## src/rtl/io_mem_arbiter.sv

```systemverilog
// Two-requester arbiter in front of the IO DMem port; a grant is held from request
// through read response so responses need no tags. `IO_ARB_FIXED_PRIO_EN` selects fixed priority.
module io_mem_arbiter #(
  parameter int AWIDTH = 32,
  parameter int DWIDTH = 32
) (
  input  logic              clk,
  input  logic              rst,
  input  logic [AWIDTH-1:0] req0_addr,
  input  logic [DWIDTH-1:0] req0_data,
  input  logic              req0_write,
  input  logic              req0_valid,
  output logic              req0_ready,
  input  logic [AWIDTH-1:0] req1_addr,
  input  logic [DWIDTH-1:0] req1_data,
  input  logic              req1_write,
  input  logic              req1_valid,
  output logic              req1_ready,
  output logic [DWIDTH-1:0] resp0_data,
  output logic              resp0_valid,
  input  logic              resp0_ready,
  output logic [DWIDTH-1:0] resp1_data,
  output logic              resp1_valid,
  input  logic              resp1_ready,
  output logic [AWIDTH-1:0] mem_req_addr,
  output logic [DWIDTH-1:0] mem_req_data,
  output logic              mem_req_write,
  output logic              mem_req_valid,
  input  logic              mem_req_ready,
  input  logic [DWIDTH-1:0] mem_resp_data,
  input  logic              mem_resp_valid,
  output logic              mem_resp_ready
);
  localparam logic [1:0] S_IDLE = 2'd0;
  localparam logic [1:0] S_REQ  = 2'd1;
  localparam logic [1:0] S_RESP = 2'd2;

  logic [1:0] state_q, state_d;
  logic       grant_q, grant_d;
  logic       rr_ptr_q, rr_ptr_d;
  logic       gnt_valid, gnt_write, gnt_resp_ready;
  logic       in_req, in_resp, req_fire, resp_fire, rr_adv;

`ifdef IO_ARB_FIXED_PRIO_EN
  // rr_ptr never leaves 0, so a tie always goes to requester 0
  assign rr_adv = 1'b0;
`else
  assign rr_adv = ~grant_q;
`endif

  assign in_req         = (state_q == S_REQ);
  assign in_resp        = (state_q == S_RESP);
  assign gnt_valid      = grant_q ? req1_valid  : req0_valid;
  assign gnt_write      = grant_q ? req1_write  : req0_write;
  assign gnt_resp_ready = grant_q ? resp1_ready : resp0_ready;

  assign mem_req_addr   = grant_q ? req1_addr : req0_addr;
  assign mem_req_data   = grant_q ? req1_data : req0_data;
  assign mem_req_write  = gnt_write;
  assign mem_req_valid  = in_req & gnt_valid;
  assign req0_ready     = in_req & ~grant_q & mem_req_ready;
  assign req1_ready     = in_req &  grant_q & mem_req_ready;

  assign mem_resp_ready = in_resp & gnt_resp_ready;
  assign resp0_valid    = in_resp & ~grant_q & mem_resp_valid;
  assign resp1_valid    = in_resp &  grant_q & mem_resp_valid;
  assign resp0_data     = mem_resp_data;
  assign resp1_data     = mem_resp_data;

  assign req_fire  = mem_req_valid & mem_req_ready;
  assign resp_fire = mem_resp_valid & mem_resp_ready;

  always_comb begin
    state_d  = state_q;
    grant_d  = grant_q;
    rr_ptr_d = rr_ptr_q;
    case (state_q)
      S_IDLE: begin
        if (req0_valid || req1_valid) begin
          state_d = S_REQ;
          grant_d = (req0_valid && req1_valid) ? rr_ptr_q : req1_valid;
        end
      end
      S_REQ: begin
        // a granted requester withdrawing before fire is tolerated: rearbitrate, no pointer move
        if (!gnt_valid) begin
          state_d = S_IDLE;
        end else if (req_fire) begin
          if (gnt_write) begin
            state_d  = S_IDLE;
            rr_ptr_d = rr_adv;
          end else begin
            state_d = S_RESP;
          end
        end
      end
      S_RESP: begin
        if (resp_fire) begin
          state_d  = S_IDLE;
          rr_ptr_d = rr_adv;
        end
      end
      default: state_d = S_IDLE;
    endcase
  end

  always_ff @(posedge clk or posedge rst) begin
    if (rst) begin
      state_q  <= S_IDLE;
      grant_q  <= 1'b0;
      rr_ptr_q <= 1'b0;
    end else begin
      state_q  <= state_d;
      grant_q  <= grant_d;
      rr_ptr_q <= rr_ptr_d;
    end
  end
endmodule

```

## config.mk

```make
export PLATFORM = sky130hd
export DESIGN_NAME = io_mem_arbiter
export DESIGN_NICKNAME = d
export VERILOG_FILES = /design/src/rtl/io_mem_arbiter.sv
export SDC_FILE = /design/constraint.sdc
export NUM_CORES = 1
export LEC_CHECK = 0
export ABC_AREA = 1
export CAP_MARGIN = 20
export CORE_AREA = 2 2 118 120
export CTS_CLUSTER_DIAMETER = 120
export DETAILED_ROUTE_END_ITERATION = 7
export DIE_AREA = 0 0 120 122
export GPL_ROUTABILITY_DRIVEN = 0
export HOLD_SLACK_MARGIN = 0.08
export SETUP_SLACK_MARGIN = 0.1
export SLEW_MARGIN = 20
export SYNTH_ARGS = -nofsm -noshare
export SYNTH_HDL_FRONTEND = slang
export SYNTH_SLANG_ARGS = --single-unit
```

## constraint.sdc

```tcl
create_clock -name clk -period 2.7 [get_ports clk]
set_input_delay 0.54 -clock clk [delete_from_list [all_inputs] [get_ports clk]]
set_output_delay 0.54 -clock clk [all_outputs]
set_load 0.005 [all_outputs]
```

Word-level counts from Yosys, hierarchy flattened
Cells that the tools add are included.
{"block": "word_totals", "output_inout_bits": 135, "word_cells": 48, "register_bits": 4}
{"block": "op_classes", "n_mux": 17, "eq_ne": 8, "n_reduce_logical": 7, "bitwise_logic": 13}
{"operator": "$mux W32", "count": 2}
{"operator": "$and A1 B1 Y1", "count": 12}
{"operator": "$mux W2", "count": 5}
{"operator": "$mux W1", "count": 8}
{"operator": "$ne A2 B2 Y1 const B", "count": 3}
{"operator": "$pmux W2 S3", "count": 1}
{"operator": "$reduce_and A5 Y1", "count": 1}
{"operator": "$ne A2 B1 Y1 const B", "count": 2}
{"operator": "$ne A3 B2 Y1 const B", "count": 1}
{"operator": "$reduce_and A3 Y1", "count": 1}
{"operator": "$eq A2 B1 Y1 const B", "count": 1}
{"operator": "$eq A2 B2 Y1 const B", "count": 1}
{"operator": "$logic_not A2 Y1", "count": 1}
{"operator": "$pmux W1 S2", "count": 1}
{"operator": "$reduce_and A2 Y1", "count": 1}
{"operator": "$reduce_bool A2 Y1", "count": 1}
{"operator": "$logic_and A1 B1 Y1", "count": 1}
{"operator": "$logic_or A1 B1 Y1", "count": 1}
{"operator": "$not A1 Y1", "count": 1}

Depth between registers and ports, before layout
{"block": "depth", "ltp_word": 6, "ltp_mapped": 9, "depth_no_buf": 8}

Least setup slack after synthesis
Ideal clock, no wire load.
{"block": "synth_timing", "path_type": "register -> output", "start": "register grant_q", "end": "output port mem_req_addr[0]", "n_path_buf": 2, "arrival_ns": 0.945, "path_stages_with_launch": 6, "path_slack_ns": 1.215, "required_time_ns": 2.160, "cell_sequence": "dfrtp_1 > buf_6 > inv_6 > clkbuf_1 > nand2_1 > nand2_1"}
{"block": "synth_between", "elab_chain_cells": 1}
{"item": "start: declaration", "line_no": "39", "rtl": "logic grant_q, grant_d;"}
{"item": "start signal: assignment", "line_no": "114", "rtl": "grant_q <= grant_d;"}
{"item": "$mux W32", "line_no": "57", "rtl": "assign mem_req_addr = grant_q ? req1_addr : req0_addr;"}
{"item": "end: declaration", "line_no": "25", "rtl": "output logic [AWIDTH-1:0] mem_req_addr,"}
No other way between the ends.

Final worst setup path
{"block": "layout_timing", "start": "register grant_q", "end": "output port mem_req_valid"}
{"block": "layout_between", "elab_chain_cells": 2}
{"item": "$mux W1", "line_no": "53", "rtl": "assign gnt_valid = grant_q ? req1_valid : req0_valid;"}
{"item": "$and A1 B1 Y1", "line_no": "60", "rtl": "assign mem_req_valid = in_req & gnt_valid;"}
{"item": "end: declaration", "line_no": "28", "rtl": "output logic mem_req_valid,"}
No other way between the ends.

==> summary by stage <==
Final layout
The number of diodes is 0. The fraction of final layout cells sized beyond drive strength 1 is 1.98%. At the end of the flow, the number of nets in the layout was 625. The number of fill cells in the layout is 1496. The utilization of the core after routing is 25.5%. The signed area change from the synthesized netlist to the final layout is 115%. The non-filler instance count after layout is between 600 and 700.

Logic synthesis
After synthesis, flip-flops and latches occupy 6.24% of the total area. The share of Yosys cell area claimed by the top area cell type is approximately 50%. By count the netlist is led by sky130_fd_sc_hd__nand2_1 (209), sky130_fd_sc_hd__buf_4 (68), sky130_fd_sc_hd__inv_1 (9), sky130_fd_sc_hd__clkbuf_1 (6). The net count of the mapped netlist is 490. The biggest area contributor in the post-synthesis netlist is sky130_fd_sc_hd__nand2_1. The count of mapped cells out of synthesis is 320. The number of distinct library cell variants in the gate-level netlist after synthesis is 18. By area the synthesized netlist is led by sky130_fd_sc_hd__nand2_1 (49%), sky130_fd_sc_hd__buf_4 (32%), sky130_fd_sc_hd__dfrtp_1 (6.2%). The number of flops mapped to enable cells by yosys is 0. The mean post-synth cell area is approximately 5.0 µm². In the post-synthesis netlist, the cell with the most instances is sky130_fd_sc_hd__nand2_1. In the synthesized netlist the dominant register cell turns out to be sky130_fd_sc_hd__dfrtp_1.

The total of warnings raised by yosys is 0. The total standard cell area after synthesis is 0.00160 mm². The number of flip-flops and latches in the synthesized netlist is 4. The async set-or-reset flop fraction in the synthesized netlist is 100%.

Critical path
Together, buffers and inverters on the worst path number 2. The worst register-to-register path ends at rr_ptr_q. The arrival time of the worst setup path is between 1500 and 2000 ps.

The cell with the largest stage delay on the worst path is sky130_fd_sc_hd__clkdlybuf4s50_1. Walking the worst path, the cells encountered are inv_6 > nand2_2 > a21oi_4 > clkdlybuf4s50_1. For the worst flop-to-flop path, the logic depth is 7. The critical path's top delay family is buffers and inverters. For this run, the slowest stage of the critical path takes 520 ps. The worst setup path is captured at an output port. The largest fanout on the critical path is 71. The setup check on the worst reg-to-reg path leaves a slack of approximately 1100 ps. The startpoint identified for the worst register-to-register timing path is grant_q. The worst setup path is launched from a flop. At the worst endpoint, the required time is 2160 ps. The setup path with the least slack is of type reg -> out.

Timing
Setup repair after global routing left no endpoint under its margin. The count of final setup violators is 0. The sum of negative setup slack is 0 ps. At the pin with the least slew margin, the transition time is roughly 510 ps. The count of endpoints failing hold in the final timing report was 0.

For this run, the top clock speed supported by timing is 412 MHz. The smallest clock period supported by the final layout is computed as 2430 ps. The final max-slew violation count came to 0. The worst slew margin relative to its limit is 65.7%. The post-route worst setup slack is 271 ps.

The period utilization is 90.0%. The largest clock skew in the final design is 4.53 ps.

Floorplan
In this run the vertical extent of the chip is 122 µm. The starting utilization of the core area is 11.9%. The overall die area is 0.0146 mm². The width of the die is 120 µm. The placement row count is 43. After floorplanning, the core was sized to cover approximately 0.014 mm². 305 I/O pins were placed.

Power
Power comes to between 2 and 2.5 mW. The leakage power of the design is 1.59 nW. VDD sags by at most ~400 µV.

The power density over the cells is 656 mW/mm².

Worst hold path
The instance count along the most critical hold path is 2. The start point of the worst hold path is rr_ptr_q. The sink of the worst hold path is rr_ptr_q.

The worst hold-check path type is reg -> reg.

Clock tree
The clock latency at the later pin of the worst-skew pair is ~230 ps. The clock passes through at most 2 buffers. The clock transition time at the flip-flop clock pins of the worst setup and hold paths is 30 ps. The number of H-tree branching levels is 1. The clock buffer count from CTS is 3. The clock tree from TritonCTS is built. In this run the clock root is driven by a sky130_fd_sc_hd__clkbuf_16. The count of instances resized after the clock tree is built is 0. The number of sinks on the clock net is 4. The number of hold buffers added after CTS is 0.

The post-CTS setup buffer count is 0.

Placed design
The number of placed instances, taps included, is 630. The post-DP HPWL is 5230 µm. During placement, the flow inserted port buffers numbering ~210. OpenSTA, run right after detailed placement, puts the worst setup slack at 294 ps.

Detailed routing
The first TritonRoute pass finished after 5 iterations. The remaining antenna violation count after routing is 0. Summed over all nets, wire length on met2 after detailed routing comes to roughly 3000 µm.

After detailed routing, the number of remaining DRC violations is 0. The detailed router placed 2259 vias in this run. The final layout contains routed wiring with a total length of between 6000 and 7000 µm. After detailed routing, the wire length on met1 is 2470 µm. The highest metal layer carrying signal wires in the routed design is met4. The routed wirelength normalized by instance count is 10.3 µm. The detailed router finished its first iteration with 24 violations. In the routed layout, each cell is associated on average with a via count of 3.56. Summed over all nets, wire length on met3 after detailed routing comes to 845 µm.

GRT
The maximum number of pins on one net before global-route repair is 72. The via count of the first global-routing pass is roughly 2100. The first global-routing pass estimated 9600 µm of wire. The number of antenna violations at the first check in global routing is 0.

Summed over all layers, the global routing overflow is 0. Global routing used 8.05% of the available tracks across all layers.

Job
The tool flagged a number of max-cap violations equal to 0.

Run status
The flow ran to the end, and the final reports show no timing, DRC or antenna violations.
-- state kept, by name (all words and copies together) (netlist names) --
signal,cells
grant_q,1
rr_ptr_q,1
state_q,2
-- tightest hold or removal path, cell delays in order (launching register included) --
cell,delay [ps]
sky130_fd_sc_hd__dfrtp_1,350
sky130_fd_sc_hd__nand2_1,60
sky130_fd_sc_hd__nand2_1,50
-- report_power, final --
part / switching (mW) / leakage, nW / internal [mW] / total [mW]
clock network: 0.0442 / 0.0382 / 0.195 / 0.239
registers: 0.0240 / 0.0490 / 0.0917 / 0.116
logic: 0.850 / 1.51 / 1.05 / 1.91
-- layout by cell type (no fill, tap or decap) --
cell	count
sky130_fd_sc_hd__clkbuf_1	1
sky130_fd_sc_hd__dfrtp_1	3
sky130_fd_sc_hd__clkbuf_16	3
sky130_fd_sc_hd__dfrtp_2	1
sky130_fd_sc_hd__nand2_1	209
sky130_fd_sc_hd__a21oi_1	3
sky130_fd_sc_hd__o32ai_1	1
sky130_fd_sc_hd__nand2_2	2
sky130_fd_sc_hd__a21o_1	1
sky130_fd_sc_hd__nand3_1	3
sky130_fd_sc_hd__nor2_1	1
sky130_fd_sc_hd__a21oi_4	1
sky130_fd_sc_hd__inv_1	9
sky130_fd_sc_hd__inv_6	1
sky130_fd_sc_hd__nor3_1	4
sky130_fd_sc_hd__nand4_1	1
sky130_fd_sc_hd__o31ai_1	1
sky130_fd_sc_hd__buf_12	1
sky130_fd_sc_hd__clkdlybuf4s50_1	208
-- how the worst max path moves through the flow --
stage	startpoint	to	slack, ps	cells past startpoint
floorplan	grant_q	mem_req_addr[0]	1220	5
global placement	mem_req_ready	req0_ready	310	4
detailed placement	mem_req_ready	req0_ready	290	4
CTS	grant_q	mem_req_valid	240	4
global route	grant_q	mem_resp_ready	130	4
finish	grant_q	mem_req_valid	270	4
-- cell type report --
type	count	area, µm²	share of cell area, %
Timing Repair Buffer	209	2100	61.0
Multi-Input combinational cell	227	897	26.0
Tap cell	180	225	6.53
Sequential cell	4	101	2.94
Clock buffer	4	78.8	2.29
Inverter	10	42.5	1.23
-- metal layers --
metal,vias up,track usage (%)
met5,-,0
met4,0,3.60
met3,26,3.14
met2,171,13.4
met1,903,9.10
li1,1159,-
-- per-stage QoR --
step                      instance area (µm²)  hold slack (ps)
final                                    3450              485
after global routing                     3450              504
after CTS                                3450              484
after detailed placement                 3370              473
after global placement                   3370              472
after floorplan                          1600              306
-- cell families (layout without fill, tap and decap cells) --
kind of cell	after synthesis	after routing	share of synthesized area, %
simple gates	220	220	52.5
flops	4	4	6.24
buf+inv	89	223	37.8
compound gates	7	7	3.43
(Power assumes the default switching activity.)
==> edit (config.mk and constraints unchanged) <==
Set the parameter `AWIDTH` to 40 (it was 32).
--- a/src/rtl/io_mem_arbiter.sv
+++ b/src/rtl/io_mem_arbiter.sv
@@ -3,3 +3,3 @@
 module io_mem_arbiter #(
-  parameter int AWIDTH = 32,
+  parameter int AWIDTH = 40,
   parameter int DWIDTH = 32
Interface: changed (resized mem_req_addr, req0_addr and req1_addr); port bits go from 305 to 329. No check against the original RTL was run, so the function may have changed too.
==> edit against the unedited design <==
  * Setup slack improved by 0.97 ps
  * Worst hold slack improved by 11 ps
  * Die area is the same
  * Total power grew 11%
  * Sequential cell count unchanged
  * Synthesized area rose by 6.7%
  * Non-clock buffer count is 26 higher
  * Sequential share of layout area is 0.28 points lower
  * Synthesized cell count increased by 8.1%
  * Wire length grew 18%
  * Maximum frequency about the same
  * Final area increased by 10%
==> edit: results (changes against the unedited design) <==
post_cts resized=0 (unchanged); minimum setup slack among reg-to-reg paths=1220 ps (+90 ps); routed wire length=7.69 mm (+18%); number of nets at the end of the flow=691 (+11%); Regs by FF count=state_q (2), grant_q (1), rr_ptr_q (1); dominant cells by area after synthesis=nand2_1 (51%), buf_4 (31%), dfrtp_1 (5.8%); clock-pin slew reported for the worst setup and hold paths after clock tree synthesis=30 ps (about the same); critical-path maximum fanout=3 (-96%); share of cells above drive strength 1=2.18% (+0.20 points); post-synthesis cell type with the largest combined area=nand2_1; Slew Limit Headroom=78.0% (+12 points); number of buffers on the longest clock path=2 (unchanged); sequential share of the synthesized area=5.85% (-0.39 points); EDFF count, synth=0 (unchanged); diodes inserted=0 (unchanged); Root Buffer=clkbuf_16; average via count per standard cell=3.59 (+0.65%); setup slack at placement=283 ps (-11.0 ps); post-CTS setup repair buffer count=0 (unchanged); proportion of synthesized flip-flops having asynchronous set or reset=100% (unchanged); vias in the first global route=2221 (+8.1%); Data arrival, critical path=1890 ps (about the same); top cell types by occurrence after synthesis=nand2_1 (233), buf_4 (70), inv_1 (9), buf_2 (6); global-route wire length before repair=11.0 mm (+14%); clock latency reported for the late side of the worst-skew pair=230 ps (about the same); nets in the synthesized netlist=532 (+8.6%); status=finished, final reports clean; global router's overall resource usage=9.27% (+1.2 points); standby leakage power=1.77 nW (+11%); final clock skew=0.628 ps (-3.90 ps); IR Drop Worst-Case VDD=0.439 mV (+8.7%); fill cell total of the finished layout=1485 (-0.74%); DRC violation total after the first TritonRoute iteration=54 (+130%); YS warnings=0 (unchanged); number of library cell types mapped by synthesis=18 (unchanged); quantity of I/O buffers inserted on ports=232 (+12%); antenna violations before repair=0 (unchanged); slowest cell on the critical path=clkdlybuf4s50_1; largest net degree at the start of global routing=78 (+8.3%); Hold/Removal Path Class=primary input to async pin; Main synth FF type=dfrtp_1; delay of the slowest critical-path stage=between 500 and 600 ps; total congestion overflow=0 (unchanged); HPWL after detailed placement=6.34 mm (+21%); part of the cycle the worst path needs=89.9% (about the same)
==> edit: logic make-up (layout without fill, tap and decap cells) <==
| logic type | after synthesis | count (layout) | synth area share, % |
|---|---|---|---|
| buffers and inverters | 91 | 249 | 36.5 |
| AOI/OAI and AO/OA | 7 | 7 | 3.22 |
| DFF | 4 | 4 | 5.85 |
| and+or+nand+nor | 244 | 244 | 54.5 |
==> edit: area by class of cell <==
cell class	instances	area share (%)
Tap cell	180	5.92
Clock buffer	4	2.07
Timing Repair Buffer	235	62.3
Inverter	10	1.12
Sequential cell	4	2.66
Multi-Input combinational cell	251	25.9
==> edit: routing by layer <==
layer | wire, um | vias up | global-route usage [%]
li1 | - | 1285 | -
met3 | 1320 | 4 | 5.43
met1 | 2770 | 939 | 9.75
met5 | 0 | - | 0
met4 | 51 | 0 | 2.06
met2 | 3550 | 225 | 16.0
==> edit: worst max-delay path: cells and delay by family <==
family / cells / cell delay (ps)
AOI/OAI and AO/OA: 1 / 190
and+or+nand+nor: 1 / 100
buffers and inverters: 2 / 1050
==> edit: where the power goes <==
part           total (W)  internal [W]  switching, W
Combinational    0.00215       0.00120      0.000950
Sequential      0.000118     0.0000918     0.0000259
Clock           0.000239      0.000195     0.0000436
Total            0.00251       0.00149       0.00102
==> edit: path summary, 6_finish.rpt <==
path	start	end	cells after the start
worst max-delay path	req1_valid	mem_req_valid	4
worst min-delay path	rst	state_q[0]	2
worst max register to register	grant_q	rr_ptr_q	8
worst min register to register	rr_ptr_q	rr_ptr_q	2
max in group asynchronous	rst	grant_q	2
min in group clk	rr_ptr_q	rr_ptr_q	2
==> edit: metrics by stage <==
| step | total power, W | area, um^2 | cells | hold slack (ps) |
|---|---|---|---|---|
| after detailed placement | 0.00229 | 3730 | 680 | 486 |
| after global routing | 0.00276 | 3800 | 684 | 533 |
| after global placement | 0.00231 | 3730 | 680 | 484 |
| after floorplan | 0.00111 | 1710 | 346 | 306 |
| after CTS | 0.00255 | 3800 | 684 | 497 |
| final | 0.00251 | 3800 | 684 | 496 |
